--- config.mk ---
export PLATFORM = sky130hd
export DESIGN_NAME = javk_mem_arb_flat
export DESIGN_NICKNAME = d
export VERILOG_FILES = /design/src/rtl/javk_mem_arb_if.sv /design/src/rtl/javk_mem_arb.sv /design/src/flat_wrapper.sv
export SDC_FILE = /design/constraint.sdc
export NUM_CORES = 1
export LEC_CHECK = 0
export CORE_UTILIZATION = 47
export DETAILED_ROUTE_END_ITERATION = 12
export PLACE_DENSITY = 0.89
export RECOVER_POWER = 100
export SYNTH_ARGS = -nofsm -noshare
export SYNTH_HDL_FRONTEND = slang
export SYNTH_SLANG_ARGS = --single-unit
--- constraint.sdc ---
create_clock -name clk -period 4.3 [get_ports clk]
set_clock_uncertainty 0.2 [all_clocks]
set_input_delay 0.86 -clock clk [delete_from_list [all_inputs] [get_ports clk]]
set_output_delay 0.86 -clock clk [all_outputs]
set_load 0.02 [all_outputs]
--- src/rtl/javk_mem_arb_if.sv ---
// One requester port of the JAVK memory arbiter: request/write/address/data in,
// one-cycle ack and held read data out.
interface javk_mem_arb_if;
  logic        req;
  logic        we;
  logic [15:0] addr;
  logic [7:0]  wdata;
  logic        ack;
  logic [7:0]  rdata;

  modport master (output req, we, addr, wdata, input  ack, rdata);
  modport slave  (input  req, we, addr, wdata, output ack, rdata);
endinterface

--- src/rtl/javk_mem_arb.sv ---
// Shares the external JAVK memory bus between the core port and a DMA/debug port:
// fixed CPU priority, starvation-bounded DMA, programmable wait states.
module javk_mem_arb #(
  parameter int WAIT_STATES  = 1,
  parameter int STARVE_LIMIT = 4
) (
  input  logic                 clk,
  input  logic                 rst,
  javk_mem_arb_if.slave        cpu,
  javk_mem_arb_if.slave        dma,
  output logic [15:0]          o_mem_addr,
  output logic [7:0]           o_mem_wdata,
  input  logic [7:0]           i_mem_rdata,
  output logic                 o_mem_rw,
  output logic                 o_grant_dma
);

  typedef enum logic [1:0] {S_IDLE, S_ACCESS, S_DONE} state_t;

  localparam logic [3:0] LP_WAIT   = 4'(WAIT_STATES);
  localparam logic [3:0] LP_STARVE = 4'(STARVE_LIMIT);

  state_t      r_state,     w_state_nxt;
  logic [3:0]  r_wait,      w_wait_nxt;
  logic [3:0]  r_starve,    w_starve_nxt;
  logic [15:0] r_mem_addr,  w_mem_addr_nxt;
  logic [7:0]  r_mem_wdata, w_mem_wdata_nxt;
  logic        r_mem_rw,    w_mem_rw_nxt;
  logic        r_grant_dma, w_grant_dma_nxt;
  logic        r_cpu_ack,   w_cpu_ack_nxt;
  logic        r_dma_ack,   w_dma_ack_nxt;
  logic [7:0]  r_cpu_rdata, w_cpu_rdata_nxt;
  logic [7:0]  r_dma_rdata, w_dma_rdata_nxt;
  logic        w_pick_dma;

  // NOTE: sequential state uses non-blocking assignments only, so every register
  // samples the values from before the edge regardless of statement order.
  always_ff @(posedge clk) begin
    if (rst) begin
      r_state     <= S_IDLE;
      r_wait      <= '0;
      r_starve    <= '0;
      r_mem_addr  <= '0;
      r_mem_wdata <= '0;
      r_mem_rw    <= 1'b0;
      r_grant_dma <= 1'b0;
      r_cpu_ack   <= 1'b0;
      r_dma_ack   <= 1'b0;
      r_cpu_rdata <= '0;
      r_dma_rdata <= '0;
    end else begin
      r_state     <= w_state_nxt;
      r_wait      <= w_wait_nxt;
      r_starve    <= w_starve_nxt;
      r_mem_addr  <= w_mem_addr_nxt;
      r_mem_wdata <= w_mem_wdata_nxt;
      r_mem_rw    <= w_mem_rw_nxt;
      r_grant_dma <= w_grant_dma_nxt;
      r_cpu_ack   <= w_cpu_ack_nxt;
      r_dma_ack   <= w_dma_ack_nxt;
      r_cpu_rdata <= w_cpu_rdata_nxt;
      r_dma_rdata <= w_dma_rdata_nxt;
    end
  end

  assign w_pick_dma = dma.req && (!cpu.req || (r_starve == LP_STARVE));

  always_comb begin
    // NOTE: every signal gets a default before the case so no path infers a latch;
    // acks default low, which makes them single-cycle pulses.
    w_state_nxt     = r_state;
    w_wait_nxt      = r_wait;
    w_starve_nxt    = r_starve;
    w_mem_addr_nxt  = r_mem_addr;
    w_mem_wdata_nxt = r_mem_wdata;
    w_mem_rw_nxt    = r_mem_rw;
    w_grant_dma_nxt = r_grant_dma;
    w_cpu_ack_nxt   = 1'b0;
    w_dma_ack_nxt   = 1'b0;
    w_cpu_rdata_nxt = r_cpu_rdata;
    w_dma_rdata_nxt = r_dma_rdata;

    unique case (r_state)
      S_IDLE: begin
        if (w_pick_dma) begin
          w_mem_addr_nxt  = dma.addr;
          w_mem_wdata_nxt = dma.wdata;
          w_mem_rw_nxt    = dma.we;
          w_grant_dma_nxt = 1'b1;
          w_wait_nxt      = LP_WAIT;
          w_starve_nxt    = '0;
          w_state_nxt     = S_ACCESS;
        end else if (cpu.req) begin
          w_mem_addr_nxt  = cpu.addr;
          w_mem_wdata_nxt = cpu.wdata;
          w_mem_rw_nxt    = cpu.we;
          w_grant_dma_nxt = 1'b0;
          w_wait_nxt      = LP_WAIT;
          w_state_nxt     = S_ACCESS;
          if (dma.req && (r_starve != LP_STARVE))
            w_starve_nxt = r_starve + 4'd1;
        end
        // A DMA port that is not asking has nothing to be starved of.
        if (!dma.req)
          w_starve_nxt = '0;
      end

      S_ACCESS: begin
        if (r_wait == 4'd0) begin
          w_mem_rw_nxt = 1'b0;
          w_state_nxt  = S_DONE;
          if (r_grant_dma) begin
            w_dma_ack_nxt = 1'b1;
            if (!r_mem_rw) w_dma_rdata_nxt = i_mem_rdata;
          end else begin
            w_cpu_ack_nxt = 1'b1;
            if (!r_mem_rw) w_cpu_rdata_nxt = i_mem_rdata;
          end
        end else begin
          w_wait_nxt = r_wait - 4'd1;
        end
      end

      S_DONE:  w_state_nxt = S_IDLE;

      default: w_state_nxt = S_IDLE;
    endcase
  end

  assign o_mem_addr  = r_mem_addr;
  assign o_mem_wdata = r_mem_wdata;
  assign o_mem_rw    = r_mem_rw;
  assign o_grant_dma = r_grant_dma;
  assign cpu.ack     = r_cpu_ack;
  assign cpu.rdata   = r_cpu_rdata;
  assign dma.ack     = r_dma_ack;
  assign dma.rdata   = r_dma_rdata;

endmodule

--- src/flat_wrapper.sv ---
// flat-port wrapper written by rule: the top's interface ports become plain ports
module javk_mem_arb_flat 
#(
  parameter int WAIT_STATES  = 1,
  parameter int STARVE_LIMIT = 4
)
  (clk, rst, o_mem_addr, o_mem_wdata, i_mem_rdata, o_mem_rw, o_grant_dma, cpu_req, cpu_we, cpu_addr, cpu_wdata, cpu_ack, cpu_rdata, dma_req, dma_we, dma_addr, dma_wdata, dma_ack, dma_rdata);
  javk_mem_arb_if cpu_i ();
  javk_mem_arb_if dma_i ();
  input  logic clk;
  input  logic rst;
  output logic [15:0] o_mem_addr;
  output logic [7:0] o_mem_wdata;
  input  logic [7:0] i_mem_rdata;
  output logic o_mem_rw;
  output logic o_grant_dma;
  input wire logic [$bits(cpu_i.req)-1:0] cpu_req;
  input wire logic [$bits(cpu_i.we)-1:0] cpu_we;
  input wire logic [$bits(cpu_i.addr)-1:0] cpu_addr;
  input wire logic [$bits(cpu_i.wdata)-1:0] cpu_wdata;
  output wire logic [$bits(cpu_i.ack)-1:0] cpu_ack;
  output wire logic [$bits(cpu_i.rdata)-1:0] cpu_rdata;
  input wire logic [$bits(dma_i.req)-1:0] dma_req;
  input wire logic [$bits(dma_i.we)-1:0] dma_we;
  input wire logic [$bits(dma_i.addr)-1:0] dma_addr;
  input wire logic [$bits(dma_i.wdata)-1:0] dma_wdata;
  output wire logic [$bits(dma_i.ack)-1:0] dma_ack;
  output wire logic [$bits(dma_i.rdata)-1:0] dma_rdata;
  assign cpu_i.req = cpu_req;
  assign cpu_i.we = cpu_we;
  assign cpu_i.addr = cpu_addr;
  assign cpu_i.wdata = cpu_wdata;
  assign cpu_ack = cpu_i.ack;
  assign cpu_rdata = cpu_i.rdata;
  assign dma_i.req = dma_req;
  assign dma_i.we = dma_we;
  assign dma_i.addr = dma_addr;
  assign dma_i.wdata = dma_wdata;
  assign dma_ack = dma_i.ack;
  assign dma_rdata = dma_i.rdata;
  javk_mem_arb #(.WAIT_STATES(WAIT_STATES), .STARVE_LIMIT(STARVE_LIMIT)) u_core (.clk(clk), .rst(rst), .cpu(cpu_i), .dma(dma_i), .o_mem_addr(o_mem_addr), .o_mem_wdata(o_mem_wdata), .i_mem_rdata(i_mem_rdata), .o_mem_rw(o_mem_rw), .o_grant_dma(o_grant_dma));
endmodule
### After elaboration in Yosys (flattened, before gate mapping)

Cells that the tools add are included.

* logic and storage cells: 65
* register bits after elaboration: 54
* input port bits: 62

* muxes and demuxes: 24
* bitwise logic cells: 4
* reduce and logical (&&, ||, !) cells: 16
* add/sub/neg operators: 2
* equality and inequality tests: 8

Operators with widths (number)
* two-way mux 16 bit: 2
* two-way mux 4 bit: 7
* two-way mux 8 bit: 2
* AND reduction 3 bit: 3
* case mux 4 bit (2 select lines): 1
* AND reduction 4 bit: 2
* two-way mux 1 bit: 7
* two-way mux 2 bit: 3
* inequality test 3 x 2 -> 1 bit (second input constant): 2
* adder 4 x 1 -> 4 bit (second input constant): 1
* equality test 4 x 3 -> 1 bit (second input constant): 1
* logical NOT 4 bit: 1
* inequality test 4 x 3 -> 1 bit (second input constant): 1
* inverter 1 bit: 4
* case mux 2 bit (2 select lines): 1
* AND reduction 2 bit: 2
* nonzero test 2 bit: 2
* subtractor 4 x 1 -> 4 bit (second input constant): 1
* inequality test 3 x 1 -> 1 bit (second input constant): 1
* OR reduction 3 bit: 1
* equality test 2 x 1 -> 1 bit (second input constant): 1
* logical AND 1 bit: 2
* logical NOT 2 bit: 1
* inequality test 2 x 1 -> 1 bit (second input constant): 1
* other kinds (4): 4

### Logic depth before layout (Yosys ltp)

* word-level depth: 6
* gate-level depth with buffers: 7
* gate-level depth less buffers: 5

### Least setup slack after synthesis

Ideal clock, no wire load.

* path type: in2reg
* from: input port cpu_req
* to: register u_core.r_mem_addr[6] (netlist: u_core.o_mem_addr[6])
* stages: 6
* library setup time: 122 ps
* slack: 1997 ps
* required time: 3978 ps
* arrival time: 1981 ps
* path buffers: 3
* cell sequence: buf_2 nor2_1 buf_2 clkbuf_1 nor4b_1 a221o_1

* word-level cells in the longest chain between the ends: 5
* elaborated cells between the ends (all ways): 6
* those cells by class: 1 x mux; 5 x reduce/logical

RTL lines
* from (decl): line flat_wrapper.sv:17 `input wire logic [$bits(cpu_i.req)-1:0] cpu_req;`
* logical NOT 1 bit: line javk_mem_arb.sv:66 `assign w_pick_dma = dma.req && (!cpu.req || (r_starve == LP_STARVE));`
* logical OR 1 bit: line javk_mem_arb.sv:66
* logical AND 1 bit: line javk_mem_arb.sv:66
* nonzero test 2 bit (no source line)
* AND reduction 2 bit (no source line)
* to (signal assigned): line javk_mem_arb.sv:55 `r_mem_addr <= w_mem_addr_nxt;`
* to (decl): line javk_mem_arb.sv:26 `logic [15:0] r_mem_addr, w_mem_addr_nxt;`

Several ways; a longest one is shown, not always the timed one.
A chain may end at the register's enable or synchronous reset.

==> impl_metrics.csv <==
group,metric,value,unit
status,run_status,"finished with violations",
status,violations_in_the_final_reports,"capacitance limit, slew limit",
sta,timing.max_slew.rel_slack,-0.286,
route,routed_via_density,6.32,
sta,grt_setup_unrepaired,"false",
cts,clock_latency,310,ps
floorplanning,io-pin-count,106,
route,final_wl,8290,um
cts,number_of_gates_resized_after_cts,0,
placed_design,dp_hpwl,5620,um
placed_design,numPortBuffers,105,
global_route,grt_antenna_before_repair,0,
yosys,synth_top_flop_cell,"sky130_fd_sc_hd__dfxtp_1",
route,drt_pre_antenna_iters,5,
yosys,post_synth.cell_area_avg,9.14,um2
yosys,syn-cell-area,2760,um2
cts,cts-root-buf,"sky130_fd_sc_hd__clkbuf_8",
sta,timing.final.crit_period,3360,ps
setup_path,reg2reg_slack,1740,ps
sta,finalCritPeriodShare,0.782,
power_and_ir_drop,power-per-cell-area,334,nW/um2
floorplanning,die_height,78.6,um
sta,fmaxAchievable,297,MHz
yosys,count_of_cell_types_in_the_netlist,44,
setup_path,r2r.worst_path.cells,5,
yosys,netlist.top_cell.by_area,"sky130_fd_sc_hd__dfxtp_1",
power_and_ir_drop,worst_ir_drop_vdd,287,uV
cts,cts_setup_buffers,0,
power_and_ir_drop,leakage,1.40,nW
cts,cts_hold_buffers,0,
global_route,maximum_number_of_pins_on_one_net_before_global_route_repair,56,
sta,worstMarginPinSlew,1930,ps
setup_path,path_max_fanout,53,
layout,nNetsFinal,446,
min_path,type_of_the_most_critical_hold_path,"flop to flop",
placed_design,gpl.final_weighted_congestion,0.810,
setup_path,timing_worst_setup_path_type,"input port to flop",
setup_path,cp-end-kind,"flop",
job,max_cap_violations,1,
route,drt_drc_violations_left,0,
yosys,async_reset_ff_frac,0,
yosys,synthDominantCellAreaShare,0.392,
yosys,ys_seq_area_frac,0.392,
yosys,yosys_warnings,0,
placed_design,place_ws,1030,ps
route,routedWlPerCell,18.3,um
sta,final_hold_viol_count,0,
cts,cts.clk_slew.worst_paths,100,ps
setup_path,critPathLaunchType,"input port",
floorplanning,initial_utilization,0.495,
global_route,first_pass_grt_wire_length,13400,um
yosys,synth_seq_cells,54,
setup_path,critical_path_required,4280,ps
setup_path,critical_path_arrival,3350,ps
yosys,netlist_top_cells_area,"sky130_fd_sc_hd__dfxtp_1, sky130_fd_sc_hd__a221o_1, sky130_fd_sc_hd__a2111oi_0",
floorplanning,die_area,6180,um2
cts,cts_tree,"yes",
yosys,synth_commonest_cells,"sky130_fd_sc_hd__dfxtp_1, sky130_fd_sc_hd__clkbuf_1, sky130_fd_sc_hd__nand2b_1",
layout,drive_above_1_share,0.0471,
route,postRouteAntennaNets,0,
sta,maxSlewViolCount,54,
layout,count_of_antenna_diodes_in_the_layout,0,
layout,area_growth_syn_to_layout,40.7,%
route,detailedRoute.firstIterationViolations,256,
cts,cts_buffers,5,
global_route,grt_pass1_vias,2645,
yosys,number_of_instances_in_the_synthesized_netlist,302,
yosys,mappedNetlistNets,367,
global_route,global_route.usage.total,0.273,
min_path,min_path_cells,2,
cts,clock_sink_count,54,
route,routed-via-count,2870,
global_route,global_route.overflow_total,0,
sta,setup_viol,0,
yosys,synth-edff-count,0,
sta,timing.setup.tns,0,ps
sta,setup_slack,936,ps
floorplanning,std_cell_rows,27,
cts,cts-root-to-sink-buffers,2,
floorplanning,die_w,78.6,um
cts,htreeDepth,2,
floorplanning,fp.coreArea,5570,um2
yosys,synth.most_common_cell,"sky130_fd_sc_hd__dfxtp_1",
[final timing paths]
check / from / to
setup / recovery: rst / u_core.o_mem_wdata[5]
hold / removal: u_core.dma.rdata[4] / u_core.dma.rdata[4]
setup reg to reg: u_core.r_starve[0] / u_core.o_mem_addr[10]
hold reg to reg: u_core.dma.rdata[4] / u_core.dma.rdata[4]
[worst max-delay path, stage by stage]
cell and delay [ps]:
sky130_fd_sc_hd__clkbuf_1 1350, sky130_fd_sc_hd__o21ba_1 610, sky130_fd_sc_hd__a221o_1 490
[report_power, final]
group          leakage (nW)  total [mW]  internal (mW)  switching, mW
clock                0.0618       0.357          0.192          0.166
combinational         0.900       0.366          0.165          0.201
sequential            0.442       0.572          0.543         0.0287
[per-stage QoR]
| step | instance area (um2) | hold slack, ps | std cells | power (mW) | utilization |
|---|---|---|---|---|---|
| 3_5_place_dp | 3760 | 268 | 446 | 0.958 | 0.675 |
| 2_1_floorplan | 2760 | 262 | 302 | 0.800 | - |
| 4_1_cts | 3880 | 280 | 454 | 1.31 | 0.697 |
| 6_report | 3880 | 280 | 454 | 1.29 | 0.697 |
| 5_1_grt | 3880 | 308 | 454 | 1.36 | 0.697 |
| 3_3_place_gp | 3760 | 264 | 446 | 0.949 | 0.675 |
[cells by family (layout without fill, tap and decap cells)]
kind of cell | Yosys count | in the layout | share of synthesized area
flops | 54 | 54 | 0.392
simple gates | 101 | 101 | 0.251
buf+inv | 44 | 124 | 0.0726
compound gates | 100 | 100 | 0.271
fa+ha+maj | 3 | 3 | 0.0136
[routing by layer]
metal	wire length, um	GRT usage	vias up
met5	0	0	-
met4	241	0.0981	0
met3	582	0.0453	21
met2	3870	0.449	139
met1	3590	0.359	1368
li1	-	-	1342
[sequential cells by signal, indices dropped and copies added (netlist names), 2 cells and up]
register	cells
u_core.cpu.rdata	8
u_core.dma.rdata	8
u_core.o_mem_addr	16
u_core.o_mem_wdata	8
u_core.r_starve	4
u_core.r_state	2
u_core.r_wait	4
[cell type report]
type                    count  area (um2)
flip-flops and latches     54        1080
clock buffers               6        82.6
well taps                  72        90.1
fillers                   453        1690
clock inverters             2        38.8
inverters                   7        26.3
repair buffers            109        1070
multi-input cells         204        1490
[cell usage in the layout (no fill, tap or decap), drive strengths merged, types with 2 or more instances in the layout]
| master | instances |
|---|---|
| a2111oi | 24 |
| a21oi | 21 |
| a221o | 24 |
| and2 | 2 |
| buf | 4 |
| clkbuf | 7 |
| clkdlybuf4s50 | 60 |
| dfxtp | 54 |
| dlygate4sd3 | 44 |
| ha | 3 |
| inv | 8 |
| nand2 | 2 |
| nand2b | 26 |
| nand3 | 18 |
| nand3b | 3 |
| nand4 | 2 |
| nand4b | 2 |
| nor2 | 3 |
| nor2b | 2 |
| nor3 | 2 |
| nor4 | 2 |
| nor4b | 25 |
| o2111ai | 2 |
| o21ai | 20 |
| or3 | 3 |
| or4 | 2 |
(Power assumes the default switching activity.)
